### src/rtl/sync_fifo_dw_pkg.sv
// Shared constants and width helpers for the dual-width FIFO.
// Latency: n/a (compile-time only).
// Backpressure: n/a.
package sync_fifo_dw_pkg;

  // Default configuration: 32 x 4-bit writes, 16 x 8-bit reads, FWFT, MSB-first
  localparam int DEF_DIN_WIDTH   = 4;
  localparam int DEF_DOUT_WIDTH  = 8;
  localparam int DEF_WADDR_WIDTH = 5;
  localparam int DEF_FWFT_EN     = 1;
  localparam int DEF_MSB_FIFO    = 1;

  // Which end of the wider word holds the oldest narrow word
  typedef enum logic {
    ORDER_LSB_FIRST = 1'b0,
    ORDER_MSB_FIRST = 1'b1
  } order_e;

  // Storage granule: the narrower of the two port widths
  function automatic int unit_width(input int din_w, input int dout_w);
    return (din_w < dout_w) ? din_w : dout_w;
  endfunction

  // Granules consumed by one write word
  function automatic int wr_units(input int din_w, input int dout_w);
    return din_w / unit_width(din_w, dout_w);
  endfunction

  // Granules consumed by one read word
  function automatic int rd_units(input int din_w, input int dout_w);
    return dout_w / unit_width(din_w, dout_w);
  endfunction

  // log2 of the wide/narrow width ratio
  function automatic int width_ratio_log2(input int din_w, input int dout_w);
    return (din_w > dout_w) ? $clog2(din_w / dout_w) : $clog2(dout_w / din_w);
  endfunction

  // Read-side address width for the same total capacity
  function automatic int raddr_width(input int waddr_w, input int din_w, input int dout_w);
    return (din_w >= dout_w) ? waddr_w + width_ratio_log2(din_w, dout_w)
                             : waddr_w - width_ratio_log2(din_w, dout_w);
  endfunction

  function automatic order_e order_of(input int msb_fifo);
    return (msb_fifo != 0) ? ORDER_MSB_FIRST : ORDER_LSB_FIRST;
  endfunction

endpackage

### src/rtl/sync_fifo_dw_core.sv
// Dual-width FIFO core: granule memory, wrap-bit pointers, registered flags, pack/slice.
// Latency: FWFT head visible the cycle after the completing write; standard mode dout 1 cycle after rd_en.
// Backpressure: writes dropped while full, reads dropped while empty; no error indication.
module sync_fifo_dw_core
  import sync_fifo_dw_pkg::*;
#(
  parameter int DIN_WIDTH   = DEF_DIN_WIDTH,
  parameter int DOUT_WIDTH  = DEF_DOUT_WIDTH,
  parameter int WADDR_WIDTH = DEF_WADDR_WIDTH,
  parameter int FWFT_EN     = DEF_FWFT_EN,
  parameter int MSB_FIFO    = DEF_MSB_FIFO
) (
  input  logic                  i_clk,
  input  logic                  i_rst,
  input  logic [DIN_WIDTH-1:0]  i_din,
  input  logic                  i_wr_en,
  input  logic                  i_rd_en,
  output logic [DOUT_WIDTH-1:0] o_dout,
  output logic                  o_full,
  output logic                  o_almost_full,
  output logic                  o_empty,
  output logic                  o_almost_empty
);

  localparam int     UW       = unit_width(DIN_WIDTH, DOUT_WIDTH);
  localparam int     WR_UNITS = wr_units(DIN_WIDTH, DOUT_WIDTH);
  localparam int     RD_UNITS = rd_units(DIN_WIDTH, DOUT_WIDTH);
  localparam int     UADDR_W  = WADDR_WIDTH + $clog2(WR_UNITS);
  localparam int     DEPTH_U  = 2 ** UADDR_W;
  localparam int     PTR_W    = UADDR_W + 1;
  localparam order_e ORDER    = order_of(MSB_FIFO);

  localparam logic [PTR_W-1:0] WR_STEP  = PTR_W'(WR_UNITS);
  localparam logic [PTR_W-1:0] RD_STEP  = PTR_W'(RD_UNITS);
  // Occupancy at which exactly one write word of space remains
  localparam logic [PTR_W-1:0] FULL_LVL = PTR_W'(DEPTH_U - WR_UNITS);

  logic [UW-1:0]         r_mem [DEPTH_U];
  logic [PTR_W-1:0]      r_wptr;
  logic [PTR_W-1:0]      r_rptr;
  logic                  r_full;
  logic                  r_almost_full;
  logic                  r_empty;
  logic                  r_almost_empty;

  logic                  w_wr_acc;
  logic                  w_rd_acc;
  logic [PTR_W-1:0]      w_wptr_nxt;
  logic [PTR_W-1:0]      w_rptr_nxt;
  logic [PTR_W-1:0]      w_occ_nxt;
  logic [UADDR_W-1:0]    w_waddr;
  logic [UADDR_W-1:0]    w_raddr;
  logic [UW-1:0]         w_wr_unit [WR_UNITS];
  logic [DOUT_WIDTH-1:0] w_head;

  // Requests are qualified by the flags as they stood before the edge
  assign w_wr_acc   = i_wr_en & ~r_full;
  assign w_rd_acc   = i_rd_en & ~r_empty;
  assign w_wptr_nxt = w_wr_acc ? (r_wptr + WR_STEP) : r_wptr;
  assign w_rptr_nxt = w_rd_acc ? (r_rptr + RD_STEP) : r_rptr;
  assign w_occ_nxt  = w_wptr_nxt - w_rptr_nxt;
  assign w_waddr    = r_wptr[UADDR_W-1:0];
  assign w_raddr    = r_rptr[UADDR_W-1:0];

  // Cut the write word into granules in the order they will be read out
  always_comb begin
    for (int k = 0; k < WR_UNITS; k++) begin
      if (ORDER == ORDER_MSB_FIRST) w_wr_unit[k] = i_din[DIN_WIDTH-1-k*UW -: UW];
      else                          w_wr_unit[k] = i_din[k*UW +: UW];
    end
  end

  // Store all granules of an accepted write word; pointers stay word-aligned so no split wrap
  always_ff @(posedge i_clk) begin
    if (w_wr_acc) begin
      for (int k = 0; k < WR_UNITS; k++) begin
        r_mem[w_waddr + UADDR_W'(k)] <= w_wr_unit[k];
      end
    end
  end

  // Assemble the read word at the head, oldest granule at the selected end
  always_comb begin
    w_head = '0;
    for (int k = 0; k < RD_UNITS; k++) begin
      if (ORDER == ORDER_MSB_FIRST) w_head[DOUT_WIDTH-1-k*UW -: UW] = r_mem[w_raddr + UADDR_W'(k)];
      else                          w_head[k*UW +: UW]              = r_mem[w_raddr + UADDR_W'(k)];
    end
  end

  // Pointers and flags; flags sit at "no space / no data" while reset is held
  always_ff @(posedge i_clk or posedge i_rst) begin
    if (i_rst) begin
      r_wptr         <= '0;
      r_rptr         <= '0;
      r_full         <= 1'b1;
      r_almost_full  <= 1'b1;
      r_empty        <= 1'b1;
      r_almost_empty <= 1'b1;
    end else begin
      r_wptr         <= w_wptr_nxt;
      r_rptr         <= w_rptr_nxt;
      r_full         <= (w_occ_nxt >  FULL_LVL);
      r_almost_full  <= (w_occ_nxt >= FULL_LVL);
      r_empty        <= (w_occ_nxt <  RD_STEP);
      r_almost_empty <= (w_occ_nxt <= RD_STEP);
    end
  end

  generate
    if (FWFT_EN != 0) begin : g_fwft
      // Head word shown directly; forced to zero while no complete word exists
      assign o_dout = r_empty ? '0 : w_head;
    end else begin : g_std
      logic [DOUT_WIDTH-1:0] r_dout;
      // Output register loads the head only on an accepted read
      always_ff @(posedge i_clk or posedge i_rst) begin
        if (i_rst)         r_dout <= '0;
        else if (w_rd_acc) r_dout <= w_head;
      end
      assign o_dout = r_dout;
    end
  endgenerate

  assign o_full         = r_full;
  assign o_almost_full  = r_almost_full;
  assign o_empty        = r_empty;
  assign o_almost_empty = r_almost_empty;

endmodule

### src/rtl/sync_fifo_dw_vendor.sv
// Native common-clock FIFO-generator stand-in with asymmetric ports (word-addressed flat storage).
// Latency: FWFT head visible the cycle after the completing write; standard mode dout 1 cycle after rd_en.
// Backpressure: writes dropped while full, reads dropped while empty.
module sync_fifo_dw_vendor
  import sync_fifo_dw_pkg::*;
#(
  parameter int DIN_WIDTH   = DEF_DIN_WIDTH,
  parameter int DOUT_WIDTH  = DEF_DOUT_WIDTH,
  parameter int WADDR_WIDTH = DEF_WADDR_WIDTH,
  parameter int RADDR_WIDTH = DEF_WADDR_WIDTH - 1,
  parameter int FWFT_EN     = DEF_FWFT_EN,
  parameter int MSB_FIFO    = DEF_MSB_FIFO
) (
  input  logic                  i_clk,
  input  logic                  i_rst,
  input  logic [DIN_WIDTH-1:0]  i_din,
  input  logic                  i_wr_en,
  input  logic                  i_rd_en,
  output logic [DOUT_WIDTH-1:0] o_dout,
  output logic                  o_full,
  output logic                  o_almost_full,
  output logic                  o_empty,
  output logic                  o_almost_empty
);

  localparam int     TOTAL_BITS = (2 ** WADDR_WIDTH) * DIN_WIDTH;
  localparam int     UW         = unit_width(DIN_WIDTH, DOUT_WIDTH);
  localparam int     DEPTH_U    = TOTAL_BITS / UW;
  localparam int     CNT_W      = $clog2(DEPTH_U) + 1;
  localparam order_e ORDER      = order_of(MSB_FIFO);

  localparam logic [CNT_W-1:0] WR_CNT   = CNT_W'(wr_units(DIN_WIDTH, DOUT_WIDTH));
  localparam logic [CNT_W-1:0] RD_CNT   = CNT_W'(rd_units(DIN_WIDTH, DOUT_WIDTH));
  localparam logic [CNT_W-1:0] FULL_LVL = CNT_W'(DEPTH_U - wr_units(DIN_WIDTH, DOUT_WIDTH));

  logic [TOTAL_BITS-1:0]  r_bits;
  logic [WADDR_WIDTH-1:0] r_waddr;
  logic [RADDR_WIDTH-1:0] r_raddr;
  logic [CNT_W-1:0]       r_cnt;
  logic                   r_full;
  logic                   r_almost_full;
  logic                   r_empty;
  logic                   r_almost_empty;

  logic                   w_wr_acc;
  logic                   w_rd_acc;
  logic [CNT_W-1:0]       w_cnt_nxt;
  logic [DOUT_WIDTH-1:0]  w_head;

  assign w_wr_acc  = i_wr_en & ~r_full;
  assign w_rd_acc  = i_rd_en & ~r_empty;
  assign w_cnt_nxt = r_cnt + (w_wr_acc ? WR_CNT : '0) - (w_rd_acc ? RD_CNT : '0);

  // Whole write words land at their write address unchanged
  always_ff @(posedge i_clk) begin
    if (w_wr_acc) r_bits[int'(r_waddr)*DIN_WIDTH +: DIN_WIDTH] <= i_din;
  end

  generate
    if (DIN_WIDTH >= DOUT_WIDTH) begin : g_slice
      localparam int R = DIN_WIDTH / DOUT_WIDTH;
      logic [DIN_WIDTH-1:0] w_word;
      // Pick the write word holding this read address, then the slice within it
      always_comb begin
        int wi;
        int si;
        wi     = int'(r_raddr) / R;
        si     = int'(r_raddr) % R;
        w_word = r_bits[wi*DIN_WIDTH +: DIN_WIDTH];
        if (ORDER == ORDER_MSB_FIRST) w_head = w_word[DIN_WIDTH-1-si*DOUT_WIDTH -: DOUT_WIDTH];
        else                          w_head = w_word[si*DOUT_WIDTH +: DOUT_WIDTH];
      end
    end else begin : g_pack
      localparam int R = DOUT_WIDTH / DIN_WIDTH;
      // Gather the R consecutive write words behind this read address
      always_comb begin
        w_head = '0;
        for (int j = 0; j < R; j++) begin
          if (ORDER == ORDER_MSB_FIRST)
            w_head[DOUT_WIDTH-1-j*DIN_WIDTH -: DIN_WIDTH] = r_bits[(int'(r_raddr)*R + j)*DIN_WIDTH +: DIN_WIDTH];
          else
            w_head[j*DIN_WIDTH +: DIN_WIDTH] = r_bits[(int'(r_raddr)*R + j)*DIN_WIDTH +: DIN_WIDTH];
        end
      end
    end
  endgenerate

  // Addresses, occupancy count and flags
  always_ff @(posedge i_clk or posedge i_rst) begin
    if (i_rst) begin
      r_waddr        <= '0;
      r_raddr        <= '0;
      r_cnt          <= '0;
      r_full         <= 1'b1;
      r_almost_full  <= 1'b1;
      r_empty        <= 1'b1;
      r_almost_empty <= 1'b1;
    end else begin
      if (w_wr_acc) r_waddr <= r_waddr + 1'b1;
      if (w_rd_acc) r_raddr <= r_raddr + 1'b1;
      r_cnt          <= w_cnt_nxt;
      r_full         <= (w_cnt_nxt >  FULL_LVL);
      r_almost_full  <= (w_cnt_nxt >= FULL_LVL);
      r_empty        <= (w_cnt_nxt <  RD_CNT);
      r_almost_empty <= (w_cnt_nxt <= RD_CNT);
    end
  end

  generate
    if (FWFT_EN != 0) begin : g_fwft
      assign o_dout = r_empty ? '0 : w_head;
    end else begin : g_std
      logic [DOUT_WIDTH-1:0] r_dout;
      // Registered read data, loaded on accepted reads only
      always_ff @(posedge i_clk or posedge i_rst) begin
        if (i_rst)         r_dout <= '0;
        else if (w_rd_acc) r_dout <= w_head;
      end
      assign o_dout = r_dout;
    end
  endgenerate

  assign o_full         = r_full;
  assign o_almost_full  = r_almost_full;
  assign o_empty        = r_empty;
  assign o_almost_empty = r_almost_empty;

endmodule

### src/rtl/my_sync_fifo_top.sv
// Dual-width FIFO top: custom core plus an identically configured vendor-style FIFO side by side.
// Latency: as the core (FWFT combinational head, or 1-cycle registered read).
// Backpressure: full/empty flags; requests against them are dropped.
module my_sync_fifo_top
  import sync_fifo_dw_pkg::*;
#(
  parameter int DIN_WIDTH   = DEF_DIN_WIDTH,
  parameter int DOUT_WIDTH  = DEF_DOUT_WIDTH,
  parameter int WADDR_WIDTH = DEF_WADDR_WIDTH,
  parameter int FWFT_EN     = DEF_FWFT_EN,
  parameter int MSB_FIFO    = DEF_MSB_FIFO
) (
  input  logic                  clk,
  input  logic                  rst,
  input  logic [DIN_WIDTH-1:0]  din,
  input  logic                  wr_en,
  output logic                  full,
  output logic                  almost_full,
  output logic [DOUT_WIDTH-1:0] dout,
  input  logic                  rd_en,
  output logic                  empty,
  output logic                  almost_empty,
  output logic [DOUT_WIDTH-1:0] vivado_fifo_dout,
  output logic                  vivado_fifo_full,
  output logic                  vivado_fifo_empty,
  output logic                  vivado_fifo_almost_full,
  output logic                  vivado_fifo_almost_empty
);

  localparam int RADDR_WIDTH = raddr_width(WADDR_WIDTH, DIN_WIDTH, DOUT_WIDTH);

  sync_fifo_dw_core #(
    .DIN_WIDTH   (DIN_WIDTH),
    .DOUT_WIDTH  (DOUT_WIDTH),
    .WADDR_WIDTH (WADDR_WIDTH),
    .FWFT_EN     (FWFT_EN),
    .MSB_FIFO    (MSB_FIFO)
  ) u_core (
    .i_clk          (clk),
    .i_rst          (rst),
    .i_din          (din),
    .i_wr_en        (wr_en),
    .i_rd_en        (rd_en),
    .o_dout         (dout),
    .o_full         (full),
    .o_almost_full  (almost_full),
    .o_empty        (empty),
    .o_almost_empty (almost_empty)
  );

  // Reference FIFO fed by the same requests; outputs passed through untouched
  sync_fifo_dw_vendor #(
    .DIN_WIDTH   (DIN_WIDTH),
    .DOUT_WIDTH  (DOUT_WIDTH),
    .WADDR_WIDTH (WADDR_WIDTH),
    .RADDR_WIDTH (RADDR_WIDTH),
    .FWFT_EN     (FWFT_EN),
    .MSB_FIFO    (MSB_FIFO)
  ) u_vivado_fifo (
    .i_clk          (clk),
    .i_rst          (rst),
    .i_din          (din),
    .i_wr_en        (wr_en),
    .i_rd_en        (rd_en),
    .o_dout         (vivado_fifo_dout),
    .o_full         (vivado_fifo_full),
    .o_almost_full  (vivado_fifo_almost_full),
    .o_empty        (vivado_fifo_empty),
    .o_almost_empty (vivado_fifo_almost_empty)
  );

endmodule

### config.mk
export PLATFORM = sky130hd
export DESIGN_NAME = my_sync_fifo_top
export DESIGN_NICKNAME = d
export VERILOG_FILES = /design/src/rtl/sync_fifo_dw_pkg.sv /design/src/rtl/sync_fifo_dw_core.sv /design/src/rtl/sync_fifo_dw_vendor.sv /design/src/rtl/my_sync_fifo_top.sv
export SDC_FILE = /design/constraint.sdc
export NUM_CORES = 1
export LEC_CHECK = 0
export CORE_MARGIN = 10
export CORE_UTILIZATION = 62
export DETAILED_ROUTE_END_ITERATION = 10
export GPL_TIMING_DRIVEN = 0
export HOLD_SLACK_MARGIN = 0.15
export PLACE_DENSITY = 0.8
export SLEW_MARGIN = 20
export SYNTH_ARGS = -nofsm -noshare
export SYNTH_HDL_FRONTEND = slang
export SYNTH_SLANG_ARGS = --single-unit
export TNS_END_PERCENT = 10
### constraint.sdc
create_clock -name clk -period 3.9 [get_ports clk]
set_clock_uncertainty 0.2 [all_clocks]
set_input_delay 0.39 -clock clk [delete_from_list [all_inputs] [get_ports clk]]
set_output_delay 0.39 -clock clk [all_outputs]
set_load 0.05 [all_outputs]
# --- Word-level counts from Yosys, hierarchy flattened ---
# Memory sizes are Yosys's and may differ from the RTL's.
# Cells that the tools add are included.
word_totals:
  regBits: 163
  ram_bits: 128
  out_inout_bits: 24
  word_cells: 54
  mem_count: 1
classes:
  add_sub_neg: 10
  order_cmp: 8
  n_shift: 4
  n_mux: 9
  bitwise_logic: 8
memory_table:
  columns: ["name", "words", "width", "read_ports", "rd_ports_with_merged_regs", "write_ports", "line_no", "source"]
  rows:
  - ["u_core.r_mem", 32, 4, 2, 0, 1, "sync_fifo_dw_core.sv:38", "logic [UW-1:0] r_mem [DEPTH_U];"]
ops:
  columns: ["op", "count"]
  rows:
  - ["$bwmux 128", 1]
  - ["$shift 4x33->128 const A", 1]
  - ["$shiftx 128x32->4", 1]
  - ["$shiftx 128x8->4", 1]
  - ["$shiftx 4x33->128", 1]
  - ["$neg 7->33", 1]
  - ["$mux 8", 2]
  - ["$ge 6x5->1 const B", 2]
  - ["$gt 6x5->1 const B", 2]
  - ["$le 6x2->1 const B", 2]
  - ["$lt 6x2->1 const B", 2]
  - ["$mux 6", 2]
  - ["$sub 6x6->6", 2]
  - ["$add 5x1->5 const B", 2]
  - ["$add 5x1->6 const B", 1]
  - ["$add 6x1->6 const B", 1]
  - ["$add 6x2->6 const B", 1]
  - ["$add 6x6->6", 1]
  - ["$add 4x1->4 const B", 1]
  - ["$and 1x1->1", 4]
  - ["$not 1->1", 4]
  - ["$mux 1", 3]
  - ["$mux 2", 1]

# --- Depth between registers and ports, before layout ---
# Gate-level depths: netlist of run 1.
logic_depth:
  depth_word: 6
  ltp_mapped: 11
  ltp_nobuf: 10

# --- Hierarchy ---
# From an unflattened synthesis of run 1, not the netlist that was laid out.
unflattened:
  cells_unflattened: 934
  area_unflattened_um2: 12997.5
by_module_without_submodules:
  columns: ["mod", "instances", "cells_per_inst", "area_each_um2", "seq_area_each_um2"]
  rows:
  - ["sync_fifo_dw_vendor", 1, 610, 7113.1, 4324.1]
  - ["sync_fifo_dw_core", 1, 324, 5884.4, 4224.1]

# --- Worst setup path before layout of run 1 ---
# OpenSTA, ideal clock, no wires.
synth_path:
  path_type: "flip-flop to output port"
  from: "register u_core.r_rptr[1]"
  to: "output dout[0]"
  t_arrival_ns: 2.531
  t_required_ns: 3.310
  path_slack_ns: 0.779
  stages_incl_launch_ff: 7
  path_buffers: 3
  path_cell_list: "dfrtp_1 > buf_2 > buf_4 > buf_4 > mux4_2 > mux2i_1 > a211oi_1"
synth_between:
  elab_chain_cells: 3
synth_lines:
  columns: ["item", "line_no", "source"]
  rows:
  - ["from (decl)", "sync_fifo_dw_core.sv:40", "logic [PTR_W-1:0] r_rptr;"]
  - ["from (signal assigned)", "sync_fifo_dw_core.sv:102", "r_rptr <= w_rptr_nxt;"]
  - ["$add 5x1->5", "sync_fifo_dw_core.sv:86", "if (ORDER == ORDER_MSB_FIRST) w_head[DOUT_WIDTH-1-k*UW -: UW] = r_mem[w_raddr + UADDR_W'(k)];"]
  - ["$mem_v2 32x4", null, null]
  - ["$mux 8", "sync_fifo_dw_core.sv:113", "assign o_dout = r_empty ? '0 : w_head;"]
  - ["to (decl)", "my_sync_fifo_top.sv:19", "output logic [DOUT_WIDTH-1:0] dout,"]
# Every way passes these cells.

# --- Final worst setup path of run 1 ---
layout_path:
  from: "register u_vivado_fifo.r_raddr[1]"
  to: "output vivado_fifo_dout[6]"
layout_between:
  elab_chain_cells: 2
layout_lines:
  columns: ["item", "line_no", "source"]
  rows:
  - ["from (decl)", "sync_fifo_dw_vendor.sv:38", "logic [RADDR_WIDTH-1:0] r_raddr;"]
  - ["from (signal assigned)", "sync_fifo_dw_vendor.sv:100", "if (w_rd_acc) r_raddr <= r_raddr + 1'b1;"]
  - ["$shiftx 128x8->4", "sync_fifo_dw_vendor.sv:80", "w_head[DOUT_WIDTH-1-j*DIN_WIDTH -: DIN_WIDTH] = r_bits[(int'(r_raddr)*R + j)*DIN_WIDTH +: DIN_WIDTH];"]
  - ["$mux 8", "sync_fifo_dw_vendor.sv:111", "assign o_dout = r_empty ? '0 : w_head;"]
  - ["to (decl)", "my_sync_fifo_top.sv:23", "output logic [DOUT_WIDTH-1:0] vivado_fifo_dout,"]
# Every way passes these cells.

==> results of run 1 <==
[worst paths after layout]
path,endpoint,slack (ns),depth (start not counted)
worst max-delay path,vivado_fifo_dout[6],0.14,6
worst min-delay path,u_core.r_mem[4][0],0.25,1
worst max register to register,u_vivado_fifo.r_bits[52],0.33,9
worst min register to register,u_core.r_wptr[5],0.27,1
max in group asynchronous,u_vivado_fifo.r_raddr[2],2.40,3
min in group asynchronous,u_vivado_fifo.r_waddr[1],0.65,3
[metrics by stage]
step | hold slack, ns | std cells
floorplan | 0.244 | 851
global placement | 0.260 | 1152
detailed placement | 0.265 | 1152
CTS | 0.242 | 1205
global route | 0.261 | 1205
finish | 0.250 | 1205
[registers in the layout, indices dropped and copies added (netlist names)]
signal,count
u_core.r_mem,128
u_vivado_fifo.r_bits,128
u_core.r_wptr,6
u_vivado_fifo.r_cnt,6
u_core.r_rptr,5
u_vivado_fifo.r_waddr,5
u_vivado_fifo.r_raddr,4
u_core.o_almost_empty,1
u_core.o_almost_full,1
u_core.o_empty,1
u_core.o_full,1
u_vivado_fifo.o_almost_empty,1
u_vivado_fifo.o_almost_full,1
u_vivado_fifo.o_empty,1
u_vivado_fifo.o_full,1
[final cells by class]
class                           count  area [sq um]
Buffer                             47           251
Clock buffer                       35           768
Timing Repair Buffer               32           284
Fill cell                        1285          5950
Sequential cell                   290          8550
Inverter                           20          75.1
Tap cell                          270           338
Multi-Input combinational cell    494          3950
Clock inverter                     17           135
[cell usage after synthesis (16+ instances only)]
| library cell | number |
|---|---|
| edfxtp_1 | 256 |
| nor2_1 | 197 |
| mux4_2 | 72 |
| nand2_1 | 59 |
| dfrtp_1 | 26 |
| clkbuf_1 | 25 |
| nor2b_1 | 24 |
| inv_1 | 20 |
| xnor2_1 | 20 |
| ha_1 | 19 |
| a211oi_1 | 16 |
[worst max-delay path: stages, from the launching register on]
cell	delay, ns
dfrtp_1	0.35
clkbuf_1	0.36
buf_2	0.40
mux4_2	0.40
mux4_2	0.53
nor2b_1	0.17
dlygate4sd2_1	0.43
[repair_timing]
| action | in CTS | in global routing |
|---|---|---|
| buffers inserted | 0 | 0 |
| endpoints found under the hold margin | 26 | 0 |
| resized for setup | 20 | 1 |
| setup endpoints to repair | 16 | 1 |
| hold buffers | 1 | 0 |
[logic make-up after synthesis]
logic type,count (synthesis)
XOR/XNOR,28
flip-flops,290
AO/OA/AOI/OAI,29
multiplexers,82
adder cells (fa/ha/maj),20
AND/OR/NAND/NOR,335
buffers and inverters,67
[layer usage]
metal  wire length, microns  vias to the layer above  track usage (%)
li1                       -                     3272                -
met1                  10600                     3725             27.2
met2                  15200                      423             38.6
met5                      0                        -                0
met4                   1040                        0             8.04
met3                   2490                       79             3.78
[power breakdown]
group / total (mW) / switching [mW] / internal [mW]
Clock: 2.66 / 1.14 / 1.53
Sequential: 3.83 / 0.116 / 3.71
Combinational: 5.36 / 3.47 / 1.89
Total: 11.8 / 4.72 / 7.13
==> flow_summary.json, run 1 <==
{
  "slew_headroom_pct": 35.3,
  "cp.arrival_ns": 3.17,
  "total_power_mw": 11.8,
  "grt_usage_pct": 22.1,
  "core_sq_mm": 0.0203,
  "cts_made_buffers": 29,
  "grt_overflow_total": 0,
  "cts_root_buf": "clkbuf_16",
  "maxSlewViolCount": 0,
  "drc": 0,
  "drt_iter0_drc": 852,
  "grt_pass1_vias": 7723,
  "synth.distinct_cells": 50,
  "min-delay-start": "din[0]",
  "yosys_warnings": 0,
  "tns_ns": 0,
  "syn-cell-area_sq_mm": 0.0128,
  "dp_hpwl_mm": 19.9,
  "synthXorXnorAreaFrac_pct": 2.08,
  "peakVddDrop_uv": 477,
  "worstSetupStartpoint": "u_vivado_fifo.r_raddr[1]",
  "syn_avg_cell_area_sq_um": 15.1,
  "die_h_microns": 164,
  "stdcell_area_sq_mm": 0.0143,
  "fin_ws_ns": 0.144,
  "worstReg2RegStart": "u_vivado_fifo.r_waddr[0]",
  "criticalPathCategory": "register to primary output",
  "rsz0062_at_grt": "no",
  "totalWireLength_mm": 29.3,
  "worstSetupEndpointType": "primary output",
  "synth-main-ff-cell": "edfxtp_1",
  "cts_tree": "done",
  "max_cap_viol_count": 0,
  "grt_antenna_before_repair": 0,
  "path_max_fanout": 10,
  "clockBufferDepth": 3,
  "yosys.area.top_type": "edfxtp_1",
  "syn_inst": 851,
  "synth_edf_count": 256,
  "power_density_mw_per_mm2": 826,
  "synth-simple-area-share_pct": 11.6,
  "status": "finished, final reports clean",
  "ant_nets": 0,
  "synth-compound-area-share_pct": 1.63,
  "final_cell_mix": "edfxtp_1 (256), nor2_1 (197), mux4_2 (72)",
  "ys_ff_latch": 290,
  "grt_pass1_wl_mm": 45.1,
  "yosysSeqAreaShare_pct": 66.7,
  "antenna_cells": 0,
  "firstDrtPassIters": 5,
  "post-route-util_pct": 70.7,
  "wl_per_cell_microns": 24.3,
  "setup_viol": 0,
  "hp-class": "input pin to register",
  "drive_above_1_share_pct": 17.4,
  "power_leakage_nw": 4.80,
  "dpl_cell_area_sq_mm": 0.0134,
  "fmax_mhz": 266,
  "vias_per_cell": 6.22,
  "muxShareOfSynthArea_pct": 13.5,
  "synth_top_family_by_area": "multiplexers",
  "synth-async-reset-ratio_pct": 11.7,
  "grt_max_degree": 36,
  "dp_slack_ns": 0.166,
  "yosys-top-cells-area": "edfxtp_1 (60%), mux4_2 (13%), nor2_1 (5.8%), dfrtp_1 (5.1%), ha_1 (1.9%)",
  "die_area_sq_mm": 0.0268,
  "worstPathRequired_ns": 3.31,
  "synth_nets": 879,
  "ioPinCount": 32,
  "htreeDepth": 1,
  "layout_min_cycle_time_ns": 3.76,
  "clkTransAtPathRegs_ns": 0.07,
  "rows": 52,
  "area.growth.synth_to_final_pct": 12.0,
  "nets": 942,
  "critPathLaunchType": "register",
  "layout_commonest_cell": "edfxtp_1",
  "io_buffers": 31,
  "synth_top_area_share_pct": 60.0,
  "via_count": 7499,
  "synth_fa_ha_area_share_pct": 2.01,
  "cts_sinks": 290,
  "finalCritPeriodShare_pct": 96.3,
  "initial_utilization_pct": 63.1,
  "fp.dieW_microns": 164,
  "gp_congestion": 0.867,
  "tightest_slew_ns": 0.965,
  "timing.final.hold_violations": 0,
  "clock_latency_ns": 0.53
}
(Power assumes the default switching activity.)
==> run 2, diff against run 1 <==
--- a/config.mk
+++ b/config.mk
@@ -7,11 +7,12 @@
 export LEC_CHECK = 0
 export CORE_MARGIN = 10
 export CORE_UTILIZATION = 62
+export CTS_CLUSTER_SIZE = 20
 export DETAILED_ROUTE_END_ITERATION = 10
 export GPL_TIMING_DRIVEN = 0
 export HOLD_SLACK_MARGIN = 0.15
 export PLACE_DENSITY = 0.8
-export SLEW_MARGIN = 20
+export SLEW_MARGIN = 30
 export SYNTH_ARGS = -nofsm -noshare
 export SYNTH_HDL_FRONTEND = slang
 export SYNTH_SLANG_ARGS = --single-unit
==> run 2 against run 1 <==
Net effect:
- via count increased by 0.27%
- utilization decreased by 0.17 points
- final area decreased by 0.24%
- sequential share of layout area increased by 0.14 points
- worst setup slack got worse by 0.016 ns
- fmax decreased by 0.41%
==> flow_summary.json, run 2 (same netlist as run 1, synthesis figures left out) <==
{
  "rsz0062_at_grt": "no",
  "vias_per_cell": 6.24,
  "post-route-util_pct": 70.5,
  "layout_min_cycle_time_ns": 3.77,
  "grt_pass1_wl_mm": 45.1,
  "path_max_fanout": 10,
  "cts_tree": "done",
  "finalCritPeriodShare_pct": 96.7,
  "layout_commonest_cell": "edfxtp_1",
  "layout.cells.non_filler": 1205,
  "htreeDepth": 1,
  "firstDrtPassIters": 6,
  "clock_latency_ns": 0.53,
  "fin_ws_ns": 0.128,
  "maxSlewViolCount": 0,
  "grt_antenna_before_repair": 0,
  "wl_per_cell_microns": 24.3,
  "total_power_mw": 11.8,
  "max_cap_viol_count": 0,
  "worstPathRequired_ns": 3.31,
  "rrSetupSlack_ns": 0.35,
  "gp_congestion": 0.867,
  "slew_headroom_pct": 38.4,
  "grt_overflow_total": 0,
  "core_sq_mm": 0.0203,
  "totalWireLength_mm": 29.2,
  "criticalPathCategory": "register to primary output",
  "reg_top3": "u_core.r_mem x128, u_vivado_fifo.r_bits x128",
  "peakVddDrop_uv": 475,
  "tightest_slew_ns": 0.918,
  "cts_made_buffers": 29,
  "grt_pass1_vias": 7725,
  "ioPinCount": 32,
  "fp.dieW_microns": 164,
  "drt_iter0_drc": 998,
  "dp_slack_ns": 0.166,
  "cts_sinks": 290,
  "area.growth.synth_to_final_pct": 11.7,
  "antenna_cells": 0,
  "grt_max_degree": 36,
  "drive_above_1_share_pct": 17.4,
  "rows": 52,
  "power_density_mw_per_mm2": 822,
  "hp-class": "input pin to register",
  "worstSetupEndpointType": "primary output",
  "status": "finished, final reports clean",
  "clkTransAtPathRegs_ns": 0.07,
  "clockBufferDepth": 3,
  "tns_ns": 0,
  "via_count": 7519,
  "initial_utilization_pct": 63.1,
  "dp_hpwl_mm": 19.9,
  "setup_viol": 0,
  "critPathLaunchType": "register",
  "timing.final.hold_violations": 0,
  "cp.arrival_ns": 3.18,
  "grt_usage_pct": 22.1,
  "fmax_mhz": 265,
  "ant_nets": 0,
  "final_cell_mix": "edfxtp_1 (256), nor2_1 (197), mux4_2 (72)",
  "die_h_microns": 164,
  "power_leakage_nw": 4.79,
  "io_buffers": 31,
  "place_inst": 1152,
  "die_area_sq_mm": 0.0268,
  "cts_root_buf": "clkbuf_16",
  "nFillCells": 1292,
  "nets": 942,
  "drc": 0
}
[run 2: where the power goes]
part	total (mW)	switching [mW]	internal [mW]
logic	5.36	3.47	1.89
registers	3.83	0.118	3.71
clock network	2.57	1.13	1.44
total	11.8	4.72	7.04
[run 2: timing repair]
| action | CTS | global route |
|---|---|---|
| pin swaps | 0 | 0 |
| buffers inserted | 0 | 0 |
| hold buffers | 1 | 0 |
| resized for setup | 20 | 1 |
| gates cloned | 0 | 0 |
| endpoints found under the hold margin | 26 | 0 |
| endpoints found under the setup margin | 16 | 1 |
[run 2: worst paths after layout]
kind / from / end / cells past startpoint
min: din[0] / u_core.r_mem[4][0] / 1
max: u_vivado_fifo.r_raddr[1] / vivado_fifo_dout[6] / 6
max reg2reg: u_vivado_fifo.r_waddr[0] / u_vivado_fifo.r_bits[52] / 9
min in group asynchronous: rst / u_vivado_fifo.r_waddr[1] / 3
max in group asynchronous: rst / u_core.r_wptr[1] / 3
min reg2reg: u_core.r_wptr[5] / u_core.r_wptr[5] / 1
[run 2: through the flow]
step	cell area (sq um)	hold slack, ns
finish	14300	0.255
global route	14300	0.264
CTS	14300	0.244
detailed placement	13400	0.265
global placement	13500	0.260
floorplan	12800	0.244
[run 2: area by class of cell]
cell class / count / area, sq um / area share (%)
Sequential cell: 290 / 8550 / 59.7
Multi-Input combinational cell: 494 / 3950 / 27.6
Clock buffer: 34 / 754 / 5.27
Tap cell: 270 / 338 / 2.36
Timing Repair Buffer: 32 / 284 / 1.98
Buffer: 47 / 251 / 1.76
Clock inverter: 18 / 115 / 0.804
Inverter: 20 / 75.1 / 0.525
[run 2: worst max-delay path, cell delays in order, from the launching register on]
cell and delay, ns:
dfrtp_1 0.35, clkbuf_1 0.36, buf_2 0.40, mux4_2 0.41, mux4_2 0.54, nor2b_1 0.17
dlygate4sd2_1 0.43
[run 2: metal layers]
metal	global-route usage (%)	share of wire [%]
met4	8.12	3.7
met1	27.2	36
met3	3.73	9.1
met5	0	0
met2	38.7	52
